==> config.mk <==
export PLATFORM = sky130hd
export DESIGN_NAME = pulse_measure_flat
export DESIGN_NICKNAME = d
export VERILOG_FILES = /design/src/rtl/pulse_measure_if.sv /design/src/rtl/pulse_measure.sv /design/src/flat_wrapper.sv
export SDC_FILE = /design/constraint.sdc
export NUM_CORES = 1
export LEC_CHECK = 0
export ABC_AREA = 1
export BUFFER_PORTS_ARGS = -buffer_cell sky130_fd_sc_hd__buf_4
export CAP_MARGIN = 20
export CORE_ASPECT_RATIO = 0.8
export CORE_MARGIN = 4
export CORE_UTILIZATION = 60
export CTS_BUF_LIST = sky130_fd_sc_hd__clkbuf_8
export DETAILED_ROUTE_END_ITERATION = 7
export GPL_TIMING_DRIVEN = 0
export PLACE_DENSITY = 0.81
export SYNTH_ARGS = -nofsm -noshare
export SYNTH_HDL_FRONTEND = slang
export SYNTH_SLANG_ARGS = --single-unit
==> constraint.sdc <==
create_clock -name clk -period 3.2 [get_ports clk]
set_input_delay 0.16 -clock clk [delete_from_list [all_inputs] [get_ports clk]]
set_output_delay 0.16 -clock clk [all_outputs]
set_load 0.02 [all_outputs]
==> src/rtl/pulse_measure_if.sv <==
// Edge-strobe inputs and measurement results of pulse_measure bundled as one port.
interface pulse_measure_if #(
    parameter int unsigned WIDTH = 24
);
    logic             pos;
    logic             neg;
    logic [WIDTH-1:0] highCycles;
    logic [WIDTH-1:0] periodCycles;
    logic             valid;
    logic             locked;
    logic             timeout;
    logic             glitch;

    modport master (
        output pos, neg,
        input  highCycles, periodCycles, valid, locked, timeout, glitch
    );

    modport slave (
        input  pos, neg,
        output highCycles, periodCycles, valid, locked, timeout, glitch
    );
endinterface

==> src/rtl/pulse_measure.sv <==
// Measures high width and period (in clock cycles) of a signal from its edge strobes,
// publishing one result per period along with lock, timeout and glitch status.
module pulse_measure #(
    parameter int unsigned WIDTH          = 24,
    parameter int unsigned TIMEOUT_CYCLES = 1000000
) (
    input  logic            clk,
    input  logic            reset,
    pulse_measure_if.slave  pm_if
);
    localparam logic [1:0] IDLE = 2'd0;
    localparam logic [1:0] HIGH = 2'd1;
    localparam logic [1:0] LOW  = 2'd2;

    localparam logic [WIDTH-1:0] TIMEOUT_VAL = WIDTH'(TIMEOUT_CYCLES);
    localparam logic [WIDTH-1:0] CNT_ONE     = WIDTH'(1);

    logic [1:0]       r_state;
    logic [WIDTH-1:0] r_cnt;
    logic [WIDTH-1:0] r_high_latch;
    logic [WIDTH-1:0] r_high;
    logic [WIDTH-1:0] r_period;
    logic             r_valid;
    logic             r_locked;
    logic             r_timeout;
    logic             r_glitch;

    logic [1:0]       w_state_d;
    logic [WIDTH-1:0] w_cnt_d;
    logic [WIDTH-1:0] w_high_latch_d;
    logic [WIDTH-1:0] w_high_d;
    logic [WIDTH-1:0] w_period_d;
    logic             w_valid_d;
    logic             w_locked_d;
    logic             w_timeout_d;
    logic             w_glitch_d;
    logic             w_timeout_hit;

    // A pos in the same cycle always wins over the timeout, so period == TIMEOUT is legal.
    assign w_timeout_hit = (r_state != IDLE) && (r_cnt == TIMEOUT_VAL) && !pm_if.pos;

    always_comb begin
        w_state_d      = r_state;
        w_cnt_d        = r_cnt;
        w_high_latch_d = r_high_latch;
        w_high_d       = r_high;
        w_period_d     = r_period;
        w_valid_d      = 1'b0;
        w_locked_d     = r_locked;
        w_timeout_d    = 1'b0;
        w_glitch_d     = 1'b0;

        unique case (r_state)
            IDLE: begin
                if (pm_if.pos) begin
                    w_state_d = HIGH;
                    w_cnt_d   = CNT_ONE;
                end else begin
                    w_cnt_d = '0;
                end
            end
            HIGH: begin
                if (pm_if.pos) begin
                    w_cnt_d    = CNT_ONE;
                    w_glitch_d = 1'b1;
                    w_locked_d = 1'b0;
                end else if (w_timeout_hit) begin
                    w_state_d   = IDLE;
                    w_cnt_d     = '0;
                    w_locked_d  = 1'b0;
                    w_timeout_d = 1'b1;
                end else begin
                    w_cnt_d = r_cnt + CNT_ONE;
                    if (pm_if.neg) begin
                        w_high_latch_d = r_cnt;
                        w_state_d      = LOW;
                    end
                end
            end
            LOW: begin
                if (pm_if.pos) begin
                    w_period_d = r_cnt;
                    w_high_d   = r_high_latch;
                    w_valid_d  = 1'b1;
                    w_locked_d = 1'b1;
                    w_cnt_d    = CNT_ONE;
                    w_state_d  = HIGH;
                end else if (w_timeout_hit) begin
                    w_state_d   = IDLE;
                    w_cnt_d     = '0;
                    w_locked_d  = 1'b0;
                    w_timeout_d = 1'b1;
                end else begin
                    w_cnt_d = r_cnt + CNT_ONE;
                end
            end
            default: begin
                w_state_d = IDLE;
                w_cnt_d   = '0;
            end
        endcase
    end

    always_ff @(posedge clk) begin
        if (reset) begin
            r_state      <= IDLE;
            r_cnt        <= '0;
            r_high_latch <= '0;
            r_high       <= '0;
            r_period     <= '0;
            r_valid      <= 1'b0;
            r_locked     <= 1'b0;
            r_timeout    <= 1'b0;
            r_glitch     <= 1'b0;
        end else begin
            r_state      <= w_state_d;
            r_cnt        <= w_cnt_d;
            r_high_latch <= w_high_latch_d;
            r_high       <= w_high_d;
            r_period     <= w_period_d;
            r_valid      <= w_valid_d;
            r_locked     <= w_locked_d;
            r_timeout    <= w_timeout_d;
            r_glitch     <= w_glitch_d;
        end
    end

    assign pm_if.highCycles   = r_high;
    assign pm_if.periodCycles = r_period;
    assign pm_if.valid        = r_valid;
    assign pm_if.locked       = r_locked;
    assign pm_if.timeout      = r_timeout;
    assign pm_if.glitch       = r_glitch;
endmodule

==> src/flat_wrapper.sv <==
// flat-port wrapper written by rule: the top's interface ports become plain ports
module pulse_measure_flat 
#(
    parameter int unsigned WIDTH          = 24,
    parameter int unsigned TIMEOUT_CYCLES = 1000000
)
  (clk, reset, pm_if_pos, pm_if_neg, pm_if_highCycles, pm_if_periodCycles, pm_if_valid, pm_if_locked, pm_if_timeout, pm_if_glitch);
  pulse_measure_if #(.WIDTH(WIDTH)) pm_if_i ();
  input  logic clk;
  input  logic reset;
  input wire logic [$bits(pm_if_i.pos)-1:0] pm_if_pos;
  input wire logic [$bits(pm_if_i.neg)-1:0] pm_if_neg;
  output wire logic [$bits(pm_if_i.highCycles)-1:0] pm_if_highCycles;
  output wire logic [$bits(pm_if_i.periodCycles)-1:0] pm_if_periodCycles;
  output wire logic [$bits(pm_if_i.valid)-1:0] pm_if_valid;
  output wire logic [$bits(pm_if_i.locked)-1:0] pm_if_locked;
  output wire logic [$bits(pm_if_i.timeout)-1:0] pm_if_timeout;
  output wire logic [$bits(pm_if_i.glitch)-1:0] pm_if_glitch;
  assign pm_if_i.pos = pm_if_pos;
  assign pm_if_i.neg = pm_if_neg;
  assign pm_if_highCycles = pm_if_i.highCycles;
  assign pm_if_periodCycles = pm_if_i.periodCycles;
  assign pm_if_valid = pm_if_i.valid;
  assign pm_if_locked = pm_if_i.locked;
  assign pm_if_timeout = pm_if_i.timeout;
  assign pm_if_glitch = pm_if_i.glitch;
  pulse_measure #(.WIDTH(WIDTH), .TIMEOUT_CYCLES(TIMEOUT_CYCLES)) u_core (.clk(clk), .reset(reset), .pm_if(pm_if_i));
endmodule
---- Yosys cells after proc, flatten, opt, wreduce, memory -nomap -nowiden ----
Index checks and enable logic that the tools add are counted.
storage, ports and cells
  memory bits (read-only) ................. 0
  bits in latches ......................... 0
  memories kept ........................... 0
  bits in writable memories ............... 0
  output and inout bits ................... 52
  bits of input ports ..................... 4
  register bits after elaboration ......... 102
operators by class
  multiply operators ...................... 0
  add/subtract/negate cells ............... 1
  shift-type cells ........................ 0
  div/mod/pow operators ................... 0
  order comparisons ....................... 0
  eq/ne operators ......................... 7
  reduce and logical (&&, ||, !) cells .... 13
  bitwise gates (word level) .............. 5
  multiplexer cells ....................... 17
operators by type and width
  kind                                                                      count
  24-bit 2-to-1 mux                                                         2
  24-bit one-hot mux with 2 select lines                                    1
  24-bit by 1-bit adder with 24-bit output (second input constant)          1
  24-bit by 20-bit equality test with 1-bit output (second input constant)  1
  2-bit 2-to-1 mux                                                          6
  4-bit AND reduction                                                       2
  1-bit 2-to-1 mux                                                          6
  3-bit by 2-bit inequality test with 1-bit output (second input constant)  2
  2-bit one-hot mux with 3 select lines                                     1
  2-bit OR reduction                                                        3
  1-bit NOT                                                                 5
  2-bit inequality test (second input constant)                             2
  2-bit nonzero test                                                        2
  3-bit OR reduction                                                        1
  2-bit by 1-bit equality test with 1-bit output (second input constant)    1
  2-bit equality test (second input constant)                               1
  1-bit logical AND                                                         2
  2-bit zero test                                                           1
  1-bit one-hot mux with 2 select lines                                     1
  2-bit AND reduction                                                       1
  1-bit zero test                                                           1

---- Longest topological paths before layout ----
  depth after elaboration ................. 6
  gate-level depth with buffers ........... 13
  mapped depth without buffers ............ 12

---- Least setup slack after synthesis ----
OpenSTA, ideal clock, no wires.
  path kind ............................... register to register
  start ................................... register u_core.r_state[0]
  end ..................................... register u_core.r_high_latch[21]
  cell stages (with the launch flop) ...... 14
  setup slack ............................. 1.602 ns
  buffers on the path ..................... 1
  required time ........................... 3.087 ns
  arrival time ............................ 1.485 ns
  path through ............................ dfxtp_1 inv_1 ha_1 inv_1 nand2_1 nor2_1 nand2_1 nor2_1 nand2_1 nand4_2 buf_2 nand2_1 nand2_1 nor2_1
between the ends
  word-level cells in the longest chain between the ends .. 5
ends and longest elaborated chain
  what                             RTL line              source
  from (decl)                      pulse_measure.sv:18   logic [1:0] r_state;
  from (signal assigned)           pulse_measure.sv:116  r_state <= w_state_d;
  2-bit nonzero test               pulse_measure.sv:40   assign w_timeout_hit = (r_state != IDLE) && (r_cnt == TIMEOUT_VAL) && !pm_if.pos;
  1-bit logical AND (2 in a row)   pulse_measure.sv:40
  1-bit NOT (no line)              --
  4-bit AND reduction (no line) *  --
  to (signal assigned)             pulse_measure.sv:118  r_high_latch <= w_high_latch_d;
  to (decl)                        pulse_measure.sv:20   logic [WIDTH-1:0] r_high_latch;
Mark *: on every way between the ends. The rest lies on a longest branch, timed or not.
A chain may end at the register's enable or synchronous reset.

---- Worst setup path in the final report ----
  start ................................... register u_core.r_state[0]
  end ..................................... register u_core.r_cnt[18]
between the ends
  word-level cells in the longest chain between the ends .. 6
ends and longest elaborated chain
  what                                      RTL line                                  source
  2-bit nonzero test                        pulse_measure.sv:40
  1-bit logical AND (2 in a row)            pulse_measure.sv:40
  24-bit 2-to-1 mux                         pulse_measure.sv:67, pulse_measure.sv:88
  24-bit 2-to-1 mux                         pulse_measure.sv:63                       if (pm_if.pos) begin
  24-bit one-hot mux with 2 select lines *  pulse_measure.sv:53                       unique case (r_state)
  to (signal assigned)                      pulse_measure.sv:117                      r_cnt <= w_cnt_d;
  to (decl)                                 pulse_measure.sv:19                       logic [WIDTH-1:0] r_cnt;
Marks and branches as above.

==> impl_metrics.env <==
export IMPL_yosysSeqAreaShare_pct=50.8
export IMPL_synthDistinctLibCells=25
export IMPL_min_period_over_period_pct=65.3
export IMPL_worstSkewPairLatency_ps=360
export IMPL_yosysWarnings=0
export IMPL_grt_pass1_wl_um=16000
export IMPL_numCtsBuffers=9
export IMPL_worst_pin_slew_ps=588
export IMPL_power_density_nw_per_um2=707
export IMPL_slew_headroom_pct=60.8
export IMPL_die_x_um=99.5
export IMPL_synth_area_um2=4020
export IMPL_dr_total_vias=3635
export IMPL_dp_hpwl_um=7030
export IMPL_cp_arrival_ps=2330
export IMPL_post_cts_buffers=0
export IMPL_setup_tns_ps=0
export IMPL_ys_ff_latch=102
export IMPL_holdPathStages=4
export IMPL_final_util_pct=73.7
export IMPL_synth_nets=545
export IMPL_routed_via_density=5.28
export IMPL_drtPass1Iterations=5
export IMPL_crit_family="simple AND/OR/NAND/NOR gates"
export IMPL_finalClockSkew_ps=8.07
export IMPL_overflow=0
export IMPL_start_util_pct=62.4
export IMPL_synthTopCellsByCount="dfxtp_1 (102), nor2_1 (100), nand2_1 (90)"
export IMPL_cp_buffers_inverters=3
export IMPL_die_h_um=81.2
export IMPL_nets=612
export IMPL_drt_first_iter_violations=283
export IMPL_cap_violations=0
export IMPL_cts_root_buf="clkbuf_8"
export IMPL_synthDominantCellAreaShare_pct=50.8
export IMPL_core_area_um2=6440
export IMPL_antenna_found_initial=0
export IMPL_worstPathRequired_ps=3450
export IMPL_post_place_ws_ps=1160
export IMPL_synth_most_common_cell="dfxtp_1"
export IMPL_cp_max_fo=10
export IMPL_syn_avg_cell_area_um2=7.51
export IMPL_route_detailed_drc=0
export IMPL_cp_slowest_stage_delay_ps=380
export IMPL_hold_viol=0
export IMPL_cts_tree="built"
export IMPL_ant_nets=0
export IMPL_synthArstFlopShare_pct=0
export IMPL_io_pin_count=56
export IMPL_synth_edf_count=0
export IMPL_p_leak_nw=2.15
export IMPL_die_area_um2=8080
export IMPL_grt_use_total_pct=25.0
export IMPL_htree_levels=3
export IMPL_rsz0062_at_grt="false"
export IMPL_critPathLaunchType="flip-flop"
export IMPL_cp_num_cells=11
export IMPL_path_class="flip-flop to flip-flop"
export IMPL_wl_per_cell_um=13.9
export IMPL_row_count=26
export IMPL_synthCells=535
export IMPL_hp_class="input port to flip-flop"
export IMPL_drv_slew=0
export IMPL_crit_slowest_cell="dfxtp_1"
export IMPL_cp_end_kind="flip-flop"
export IMPL_gp_congestion=0.874
export IMPL_numPortBuffers=55
export IMPL_crit_path_cell_trace="inv_1, ha_1, inv_1, nand2_1, nor2_1, nand2_1, nor2_1, nand2_1, nand4_1, buf_2, nor2_1"
export IMPL_netlist_top_cells_area="dfxtp_1 (51%), nor2_1 (9.3%), nand2_1 (8.4%)"
export IMPL_diodes=0
export IMPL_cts_buffer_depth=2
export IMPL_r2r_cells=11
export IMPL_fmaxAchievable_ghz=0.479
export IMPL_status="finished clean"
export IMPL_setup_viol=0
export IMPL_fin_ws_ps=1110
export IMPL_ir_drop_mv=0.468
export IMPL_drive_above_1_share_pct=13.7
export IMPL_synth_top_cell_by_area="dfxtp_1"
export IMPL_yosys_most_used_dff="dfxtp_1"
export IMPL_cts_sinks=102
export IMPL_clk_pin_slew_ps=90
export IMPL_min_period_ps=2090
export IMPL_grt_max_degree=16
export IMPL_routed_wl_um=9610
export IMPL_area_growth_pct=18.0
export IMPL_first_global_vias=3378
[layout by cell type, fill, tap and decap left out, types with 3 or more instances in the layout]
master and count:
nand3_1 12, a21oi_1 49, dfxtp_1 102, nand4_1 7, xnor2_1 4, clkbuf_1 14, inv_2 3, ha_1 6
buf_6 3, o21ai_0 53, clkbuf_8 11, nor2_1 100, buf_1 3, nor3_1 13, xor2_1 7, inv_1 55
buf_4 55, nand2_1 90, buf_2 4
[worst min-delay path, cell delays in order]
cell	delay [ps]
buf_4	100
nand2_1	50
inv_1	50
o2111a_1	150
[power breakdown]
part | internal [mW] | switching [mW] | leakage [nW] | total (mW)
sequential | 1.46 | 0.0977 | 0.827 | 1.56
clock | 0.396 | 0.414 | 0.0935 | 0.809
combinational | 0.364 | 0.622 | 1.23 | 0.986
[repair_timing]
item / in CTS / in global routing
resized for setup: 0 / 0
endpoints found under the hold margin: 2 / 0
hold buffers: 1 / 0
[cells by family (layout without fill, tap and decap cells)]
logic type	Yosys count	in the layout	synth area share, %
flops	102	102	50.8
simple gates	229	229	23.2
buf+inv	82	152	8.34
fa+ha+maj	6	6	1.87
compound gates	105	105	13.4
xor+xnor	11	11	2.40
[flip-flops by register name (all words and copies together), names as in the netlist]
name and count:
u_core.pm_if.highCycles 24, u_core.pm_if.periodCycles 24, u_core.r_cnt 24, u_core.r_high_latch 24, u_core.r_state 2, u_core.pm_if.glitch 1, u_core.pm_if.locked 1, u_core.pm_if.timeout 1
u_core.pm_if.valid 1
[layer usage]
metal  vias to the layer above  global-route usage, %  share of wire (%)
met5                         -                      0                  0
met4                         0                   6.68                1.1
met3                        12                   6.95                6.6
met2                       118                   41.2                 46
met1                      1675                   32.4                 46
li1                       1830                      -                  -
[final cells by class]
class | instances | area [um2]
buffer | 24 | 118
clock buffer | 11 | 151
clock inverter | 3 | 45.0
fill | 520 | 1700
inverter | 58 | 218
multi-input combinational | 351 | 1640
sequential | 102 | 2040
tap | 84 | 105
timing repair buffer | 56 | 423
[final timing paths]
| path | start | endpoint | slack, ps |
|---|---|---|---|
| hold reg to reg | u_core.r_high_latch[4]$_SDFFE_PP0P_ | u_core.pm_if.highCycles[4]$_SDFFE_PP0P_ | 450 |
| hold / removal | pm_if_pos | u_core.r_cnt[0]$_SDFF_PP0_ | 180 |
| setup reg to reg | u_core.r_state[0]$_SDFFE_PP0P_ | u_core.r_cnt[18]$_SDFF_PP0_ | 1110 |
| setup / recovery | u_core.r_state[0]$_SDFFE_PP0P_ | u_core.r_cnt[18]$_SDFF_PP0_ | 1110 |
[through the flow]
step | cells | instance area [um2] | total power, mW | hold slack, ps
6_report | 689 | 4740 | 3.35 | 184
5_1_grt | 689 | 4740 | 3.54 | 210
4_1_cts | 689 | 4740 | 3.36 | 175
3_5_place_dp | 674 | 4540 | 2.56 | 368
3_3_place_gp | 674 | 4540 | 2.54 | 364
2_1_floorplan | 535 | 4020 | 2.20 | 239
(Power assumes the default switching activity.)
